==> src/rtl/grey_pkg.sv <==
// Shared definitions for the Gray/binary tracking blocks: widths, FSM state
// encoding and the Gray-to-binary conversion used by RTL and benches.
package grey_pkg;

   localparam int unsigned WIDTH_DEFAULT = 4;
   localparam int unsigned POS_W         = 8;
   localparam int unsigned ERR_W         = 4;
   localparam logic [ERR_W-1:0] ERR_MAX  = 4'hF;

   typedef logic [0:0] state_t;
   localparam state_t INIT  = 1'b0;
   localparam state_t TRACK = 1'b1;

   // Zero-extended Gray words convert correctly at any width up to 32.
   function automatic logic [31:0] gray2bin(input logic [31:0] gw);
      logic [31:0] r;
      r[31] = gw[31];
      for (int i = 30; i >= 0; i--) begin
         r[i] = r[i+1] ^ gw[i];
      end
      return r;
   endfunction

endpackage

==> src/rtl/grey_sync2.sv <==
// Two-flop synchronizer for a Gray-coded word from another clock domain.
module grey_sync2 #(
   parameter int unsigned WIDTH = 4
) (
   input  logic             clk,
   input  logic             rst,
   input  logic [WIDTH-1:0] d,
   output logic [WIDTH-1:0] q
);

   logic [WIDTH-1:0] s1;

   always_ff @(posedge clk) begin
      if (rst) begin
         s1 <= '0;
         q  <= '0;
      end else begin
         s1 <= d;
         q  <= s1;
      end
   end

endmodule

==> src/rtl/grey_to_bin_tracker.sv <==
// Tracks a synchronized Gray counter: binary value, step direction, a wrapping
// position accumulator and a saturating count of illegal multi-bit steps.
module grey_to_bin_tracker
   import grey_pkg::*;
#(
   parameter int unsigned WIDTH = WIDTH_DEFAULT
) (
   input  logic             clk,
   input  logic             rst,
   input  logic [WIDTH-1:0] g,
   input  logic             clear,
   output logic [WIDTH-1:0] b,
   output logic             valid,
   output logic             dir,
   output logic             step_err,
   output logic [7:0]       pos,
   output logic [3:0]       err_cnt
);

   logic [WIDTH-1:0] s2;
   logic [WIDTH-1:0] gprev;
   logic [WIDTH-1:0] new_b;
   logic [WIDTH-1:0] diff;
   logic             single_step;
   logic             up_step;

   state_t           state, state_n;
   logic [1:0]       init_cnt, init_cnt_n;
   logic [WIDTH-1:0] b_n;
   logic             valid_n, dir_n, step_err_n;
   logic [POS_W-1:0] pos_n;
   logic [ERR_W-1:0] err_cnt_n;

   grey_sync2 #(.WIDTH(WIDTH)) u_sync (
      .clk (clk),
      .rst (rst),
      .d   (g),
      .q   (s2)
   );

   assign new_b       = WIDTH'(gray2bin(32'(s2)));
   assign diff        = s2 ^ gprev;
   assign single_step = (diff != '0) && ((diff & (diff - WIDTH'(1))) == '0);
   assign up_step     = (new_b == WIDTH'(b + WIDTH'(1)));

   // State and output registers
   always_ff @(posedge clk) begin
      if (rst) begin
         state    <= INIT;
         init_cnt <= 2'd0;
         gprev    <= '0;
         b        <= '0;
         valid    <= 1'b0;
         dir      <= 1'b0;
         step_err <= 1'b0;
         pos      <= '0;
         err_cnt  <= '0;
      end else begin
         state    <= state_n;
         init_cnt <= init_cnt_n;
         gprev    <= s2;
         b        <= b_n;
         valid    <= valid_n;
         dir      <= dir_n;
         step_err <= step_err_n;
         pos      <= pos_n;
         err_cnt  <= err_cnt_n;
      end
   end

   // Next state and next outputs
   always_comb begin
      state_n    = state;
      init_cnt_n = init_cnt;
      b_n        = b;
      valid_n    = 1'b0;
      dir_n      = dir;
      step_err_n = 1'b0;
      pos_n      = pos;
      err_cnt_n  = err_cnt;

      case (state)
         INIT: begin
            // Two edges fill the synchronizer; the third loads b from s2.
            if (init_cnt == 2'd2) begin
               b_n        = new_b;
               init_cnt_n = 2'd0;
               state_n    = TRACK;
            end else begin
               init_cnt_n = init_cnt + 2'd1;
            end
         end
         TRACK: begin
            if (diff != '0) begin
               b_n     = new_b;
               valid_n = 1'b1;
               if (single_step) begin
                  dir_n = up_step;
                  pos_n = up_step ? pos + 8'd1 : pos - 8'd1;
               end else begin
                  step_err_n = 1'b1;
                  if (err_cnt != ERR_MAX) begin
                     err_cnt_n = err_cnt + 4'd1;
                  end
               end
            end
         end
         default: begin
            state_n    = INIT;
            init_cnt_n = 2'd0;
         end
      endcase

      if (clear) begin
         pos_n     = '0;
         err_cnt_n = '0;
      end
   end

endmodule

==> config.mk <==
export PLATFORM = sky130hd
export DESIGN_NAME = grey_to_bin_tracker
export DESIGN_NICKNAME = d
export VERILOG_FILES = /design/src/rtl/grey_pkg.sv /design/src/rtl/grey_sync2.sv /design/src/rtl/grey_to_bin_tracker.sv
export SDC_FILE = /design/constraint.sdc
export NUM_CORES = 1
export LEC_CHECK = 0
export BUFFER_PORTS_ARGS = -buffer_cell sky130_fd_sc_hd__buf_2
export CAP_MARGIN = 20
export CELL_PAD_IN_SITES_DETAIL_PLACEMENT = 1
export CELL_PAD_IN_SITES_GLOBAL_PLACEMENT = 1
export CORE_MARGIN = 8
export CORE_UTILIZATION = 39
export CTS_CLUSTER_DIAMETER = 80
export DETAILED_ROUTE_END_ITERATION = 8
export PLACE_DENSITY = 0.81
export SYNTH_ARGS = -nofsm -noshare
export SYNTH_HDL_FRONTEND = slang
export SYNTH_HIERARCHICAL = 1
export SYNTH_SLANG_ARGS = --single-unit
==> constraint.sdc <==
create_clock -name clk -period 2.6 [get_ports clk]
set_input_delay 0.13 -clock clk [delete_from_list [all_inputs] [get_ports clk]]
set_output_delay 0.13 -clock clk [all_outputs]
set_load 0.005 [all_outputs]
==> results.md, run 1 <==
* CP Data Required Time at ~2.8 ns
* Die ar. at roughly 6600 µm²
* Unrepaired setup endpoints after global routing: true
* Power, Total at around 1300 µW
* Synth Instances at about 160
* Hold wc startpoint: g[1]
* DR iter-0 viols at 61
* Sequential power share at ~45%
* Initial DRT Pass Iterations at 4
* Worst Hold Class: input pin to flip-flop
* Quantity of hold-fixing buffers added after cts at 0
* Clk root buf: clkbuf_8
* CP endpoint kind: flip-flop
* Placed cells at 250
* WL final at between 4000 and 5000 µm
* WP buf/inv at 0
* Reg2reg start: u_sync/q[1]
* Synth cell types at 37
* Crit path kind: flip-flop to flip-flop
* Clock group share of total power at between 30% and 40%
* Gr ovfl total at 0
* Setup WS post-layout at -0.1400 ns
* Gpl congestion at a little over 0.8
* Fin. Hold Viols at 0
* Sw frac at around 29%
* Die H at 81.03 µm
* Top cell family by delay on the critical path: compound AO/OA/AOI/OAI gates
* Final #Nets at approximately 230
* Crit path time final at roughly 2.7 ns
* Cell Area, Synth at between 1500 and 2000 µm²
* Max Cap Viol at 0
* Clk pin slew, worst setup/hold paths at approximately 0.07 ns
* Commonest cells post-synth: dfxtp_1 (34), nor2_1 (21), nor2b_1 (13)
* Final setup viols at 2
* Routed vias at 1321
* Core ar. at about 4000 µm²
* PD cells at 602.4 nW/µm²
* Antenna cells at 0
* I/O pin total at 26
* Flip-flop and latch count after synthesis at 34
* Final core occ at 51.61%
* Failing checks: setup timing
* Slew Viols, Final at 0
* H-tree lvl count at 2
* Internal Power at between 800 and 900 µW
* Cell accounting for the most synthesized area: dfxtp_1
* Worst setup SP type: flip-flop
* Starting Density at 40.93%
* Antenna violations before repair at 0
* First-pass GRT wire length at ~6500 µm
* Critical Path AT at between 2 and 3 ns
* Die W at 81.03 µm
* Net Count, Synth at between 150 and 200
* Routed Antenna Nets at 0
* Syn-to-layout area delta at 26.10%
* Gr usage total at between 10% and 20%
* Layout cells sized above 1 at between 30% and 40%
* Avg WL per Cell at 16.02 µm
* Fin cells at 259
* EDFF count, synth at 0
* CTS tree: built
* P_leak at just under 0.0009 µW
* Clock Skew at between 0.01 and 0.015 ns
* Post-synth ARST share at 0%
* Via count of the first global-routing pass at about 1.4k
* Switch Pwr at between 300 and 400 µW
* # port buffers at 25
* Largest net degree at the start of global routing at 24
* Share of the synthesized area in the top cell type at between 40% and 50%
* Outcome: finished with violations
* Inserted Clock Buffers at 5
* Clock tree buffer depth at 2
* Hold Worst Slack at 0.05135 ns
* Main synth FF type: dfxtp_1
* Fmax at 365.0 MHz
* Synthesis Warnings at 6
* CTS sink cnt at 34
* Worst setup path start: u_sync/q[1]
* Fin crit share at 105.4%
* Seq/Total Area, Yosys at 41.27%
* Vias/cell at roughly 5.1
* Final HPWL DP at 3163 µm
* CP Max Fanout at 7
* Worst-Margin Slew at around 0.53 ns
* Worst-Skew Late Latency at slightly below 0.3 ns
* Total number of placement rows at 23
* Combinational share of power at between 20% and 30%
* Worst slew margin at 64.29%
* Synth Area per Inst at just over 10 µm²
* DRC Markers at 0
* Crit-path cells: xor3_1 > and3_4 > o211ai_4 > ha_1 > a21oi_2 > o211ai_1 > o31ai_2 > xnor2_1 > a21oi_1 > a31o_1
* Crit path largest cell delay at around 0.45 ns
* Critical path's slowest cell: xor3_1
* Leading cell type by number of instances after synthesis: dfxtp_1
* Maximum vdd drop at 0.3107 mV
* Main area contributors after synthesis: dfxtp_1 (41%), ha_1 (6.8%), mux2i_1 (5.5%), nor2b_1 (4.9%), nor2_1 (4.8%)
power by group through the flow:
stage	combinational (µW)	sequential [µW]	clock [µW]
2_1_floorplan	179	573	0
3_3_place_gp	252	571	0
3_5_place_dp	272	574	0
4_1_cts	282	562	420
5_1_grt	310	564	446
6_report	284	562	406
metal layers:
| layer | track usage, % | vias to the layer above | wire [µm] |
|---|---|---|---|
| met4 | 5.536 | 0 | 66 |
| met2 | 24.46 | 18 | 2327 |
| met3 | 4.636 | 8 | 175 |
| met5 | 0 | - | 0 |
| li1 | - | 645 | - |
| met1 | 12.33 | 650 | 1581 |
state kept, by name, indices dropped and copies added, names as in the netlist, 2 cells and up:
signal     flops
b              4
u_sync/q       4
err_cnt        4
pos            8
gprev          4
u_sync/s1      4
init_cnt       2
path summary, 6_finish.rpt:
kind,endpoint,slack [ns],cells after the start
setup reg to reg,pos[7],-0.14,10
hold reg to reg,u_sync/q[2],0.44,1
setup / recovery,pos[7],-0.14,10
hold / removal,u_sync/s1[1],0.05,2
stage by stage:
stage / setup TNS, ns / setup WS (ns) / area (µm²)
6_report: -0.2058 / -0.1400 / 2079
5_1_grt: -0.4761 / -0.2453 / 2079
4_1_cts: -0.2733 / -0.1421 / 2064
3_5_place_dp: -0.3616 / -0.2162 / 1957
3_3_place_gp: -0.02136 / -0.02038 / 1957
2_1_floorplan: -0.03544 / -0.03544 / 1687
logic make-up after synthesis:
logic type	after synthesis	synth area share, %
multiplexers	9	5.463
AO/OA/AOI/OAI	23	11.00
XOR/XNOR	20	12.44
adder cells (fa/ha/maj)	10	8.043
flip-flops	34	41.27
AND/OR/NAND/NOR	60	19.04
buffers and inverters	8	2.731
area by class of cell:
class,instances,area [µm²]
clock inverters,1,5.005
inverters,4,15.01
clock buffers,7,86.33
repair buffers,41,245.2
flip-flops and latches,34,683.2
fillers,470,1949
multi-input cells,122,982.2
well taps,50,62.56
layout by cell type (no fill, tap or decap), types with 4 or more instances in the layout:
cell / count
inv_1: 4
a21oi_1: 5
buf_4: 16
dfxtp_1: 32
buf_2: 25
clkbuf_8: 6
ha_1: 7
nand3_1: 5
xnor2_1: 9
mux2i_1: 9
nor2_1: 21
nand2_1: 7
nor2b_1: 13
xor2_1: 8
what timing repair did:
item,4_1_cts,5_1_grt
pin swaps,4,1
buffers inserted,1,0
gates cloned,0,0
endpoints found under the setup margin,2,4
resized for setup,2,3
worst reg2reg max path, stage by stage, from the launching register on:
cell and delay, ns:
dfxtp_2 0.33, xor3_1 0.45, and3_4 0.19, o211ai_4 0.32, ha_1 0.31, a21oi_2 0.17, o211ai_1 0.17, o31ai_2 0.23
xnor2_1 0.18, a21oi_1 0.11, a31o_1 0.19
(Power assumes the default switching activity.)
==> run 2, diff against run 1 <==
Settings changed: CORE_ASPECT_RATIO set to 0.75, CORE_UTILIZATION 39 to 40, CTS_BUF_LIST set to sky130_fd_sc_hd__clkbuf_8, PLACE_DENSITY 0.81 to 0.82.
==> run 2 against run 1 <==
Net effect:
- the flow still finishes with violations (setup timing)
- global-route usage increased by 0.15 points
- first-iteration DRC count decreased by 6.6%
- via count decreased by 4.3%
- combinational power about the same
- sequential cell count unchanged
- clock skew decreased by 0.0023 ns
- worst setup slack improved by 0.036 ns
- register-to-register slack improved by 0.04 ns
- clock-buffer cell count decreased by 1
- cell count increased by 1.9%
- critical endpoint is now pos[6]
- highest routed layer unchanged
==> results.md, run 2 (synthesized netlist as in run 1, its figures left out) <==
* Core ar. at ~4000 µm²
* Fin. Hold Viols at 0
* Most flops, register: pos
* Largest net degree at the start of global routing at 24
* Area of the multi-input gates at roughly 990 µm²
* Gr usage total at 13.11%
* Sw frac at 27.80%
* Die ar. at 6454 µm²
* Avg WL per Cell at 15.08 µm
* Clock tree buffer depth at 2
* Fmax at about 370 MHz
* Die H at between 70 and 80 µm
* Initial DRT Pass Iterations at 4
* Crit path kind: flip-flop to flip-flop
* Failing checks: setup timing
* CTS tree: built
* Final setup viols at 2
* DR iter-0 viols at between 50 and 60
* WP buf/inv at 1
* Fin crit share at 104.0%
* Clk pin slew, worst setup/hold paths at ~0.07 ns
* Crit-path cells: xor3_1 > nor3_2 > o211ai_4 > buf_4 > fa_2 > nand3_1 > a21boi_1 > o21a_1 > or3_1 > nand4_1 > o21ai_1
* Commonest non-fill, non-tap cells in the layout: dfxtp_1 (32), buf_2 (25), nor2_1 (21), buf_4 (18), nor2b_1 (13)
* Top cell family by delay on the critical path: simple AND/OR/NAND/NOR gates
* Layout cells sized above 1 at ~33%
* PD cells at between 500 and 600 nW/µm²
* CTS sink cnt at 34
* Clock group share of total power at 31.4%
* Max reg flops at 8
* Routed vias at roughly 1.3k
* CP Max Fanout at 7
* Final #Nets at 227
* Syn-to-layout area delta at 27.31%
* Switch Pwr at around 340 µW
* # port buffers at 25
* Antenna cells at 0
* Crit path largest cell delay at approximately 0.45 ns
* Worst slew margin at between 60% and 70%
* Die W at between 90 and 100 µm
* Antenna violations before repair at 0
* Fill cell count at 464
* Total number of placement rows at 20
* CP endpoint kind: flip-flop
* Worst setup SP type: flip-flop
* Sequential power share at roughly 46%
* Setup WS post-layout at -0.1035 ns
* Maximum vdd drop at ~0.32 mV
* Vias/cell at roughly 4.8
* Gr ovfl total at 0
* Critical Path AT at 2.89 ns
* DRC Markers at 0
* WL final at approximately 4000 µm
* Crit path time final at ~2.7 ns
* I/O pin total at 26
* Clk root buf: clkbuf_8
* Gpl congestion at 0.7637
* Worst-Skew Late Latency at approximately 0.29 ns
* FF+latch area at a little under 700 µm²
* Most common cell after layout, fill and taps aside: dfxtp_1
* Max Cap Viol at 0
* Unrepaired setup endpoints after global routing: true
* Final HPWL DP at 2998 µm
* Worst Hold Class: input pin to flip-flop
* Slew Viols, Final at 0
* Worst-Margin Slew at 0.5171 ns
* Clock Skew at between 0.008 and 0.009 ns
* P_leak at between 0.0008 and 0.0009 µW
* H-tree lvl count at 2
* Via count of the first global-routing pass at 1440
* Inserted Clock Buffers at 5
* Internal Power at 889.0 µW
* Outcome: finished with violations
* First-pass GRT wire length at between 6000 and 7000 µm
* Combinational share of power at roughly 23%
* CP Data Required Time at between 2 and 3 ns
* Power, Total at roughly 1200 µW
* Critical path's slowest cell: xor3_1
* Dpl ws at -0.1579 ns
* Starting Density at 41.19%
* Routed Antenna Nets at 0
==> run 2: cell types whose count changed in the layout (fill, tap and decap cells not counted), sizes merged <==
cell / previous run / this run
clkbuf: 7 / 6
buf: 41 / 43
clkinv: 1 / 0
==> run 2: final timing paths <==
| path | cells past startpoint | slack [ns] | endpoint | startpoint |
|---|---|---|---|---|
| worst max register to register | 11 | -0.10 | pos[6] | u_sync/q[1] |
| worst min register to register | 1 | 0.45 | u_sync/q[0] | u_sync/s1[0] |
| worst max-delay path | 11 | -0.10 | pos[6] | u_sync/q[1] |
| worst min-delay path | 2 | 0.05 | u_sync/s1[3] | g[3] |
==> run 2: final cells by class <==
type                            count  area share, %
Multi-Input combinational cell    122          47.14
Sequential cell                    34          32.54
Inverter                            4         0.7151
Clock buffer                        6          3.933
Tap cell                           55          3.278
Timing Repair Buffer               43          12.40
==> run 2: through the flow <==
step	std cells	setup TNS, ns	util [%]	hold slack, ns	instance area (µm²)
final	264	-0.1710	52.44	0.05406	2100
after global routing	264	-0.4971	52.44	0.06484	2100
after CTS	262	-0.1654	51.38	0.04976	2057
after detailed placement	254	-0.2733	48.84	0.3527	1956
after global placement	254	-0.02559	48.84	0.3376	1956
after floorplan	164	-0.03544	-	0.1942	1687
==> run 2: power by group through the flow <==
stage / combinational (µW) / sequential, µW / clock, µW
2_1_floorplan: 179 / 573 / 0
3_3_place_gp: 247 / 571 / 0
3_5_place_dp: 262 / 573 / 0
4_1_cts: 269 / 562 / 401
5_1_grt: 314 / 565 / 426
6_report: 283 / 562 / 386
==> run 2: what timing repair did <==
action	in CTS	in global routing
pin swaps	3	1
endpoints found under the setup margin	2	4
hold endpoints to repair	0	0
resized for setup	1	4
hold buffers	0	0
gates cloned	0	0
buffers inserted	2	2
==> run 2: routing by layer <==
layer | up-vias | GRT usage, % | wire length [µm]
met5 | - | 0 | 0
met2 | 18 | 23.78 | 2034
met1 | 594 | 13.28 | 1733
met3 | 7 | 4.280 | 143
li1 | 645 | - | -
met4 | 0 | 6.985 | 71
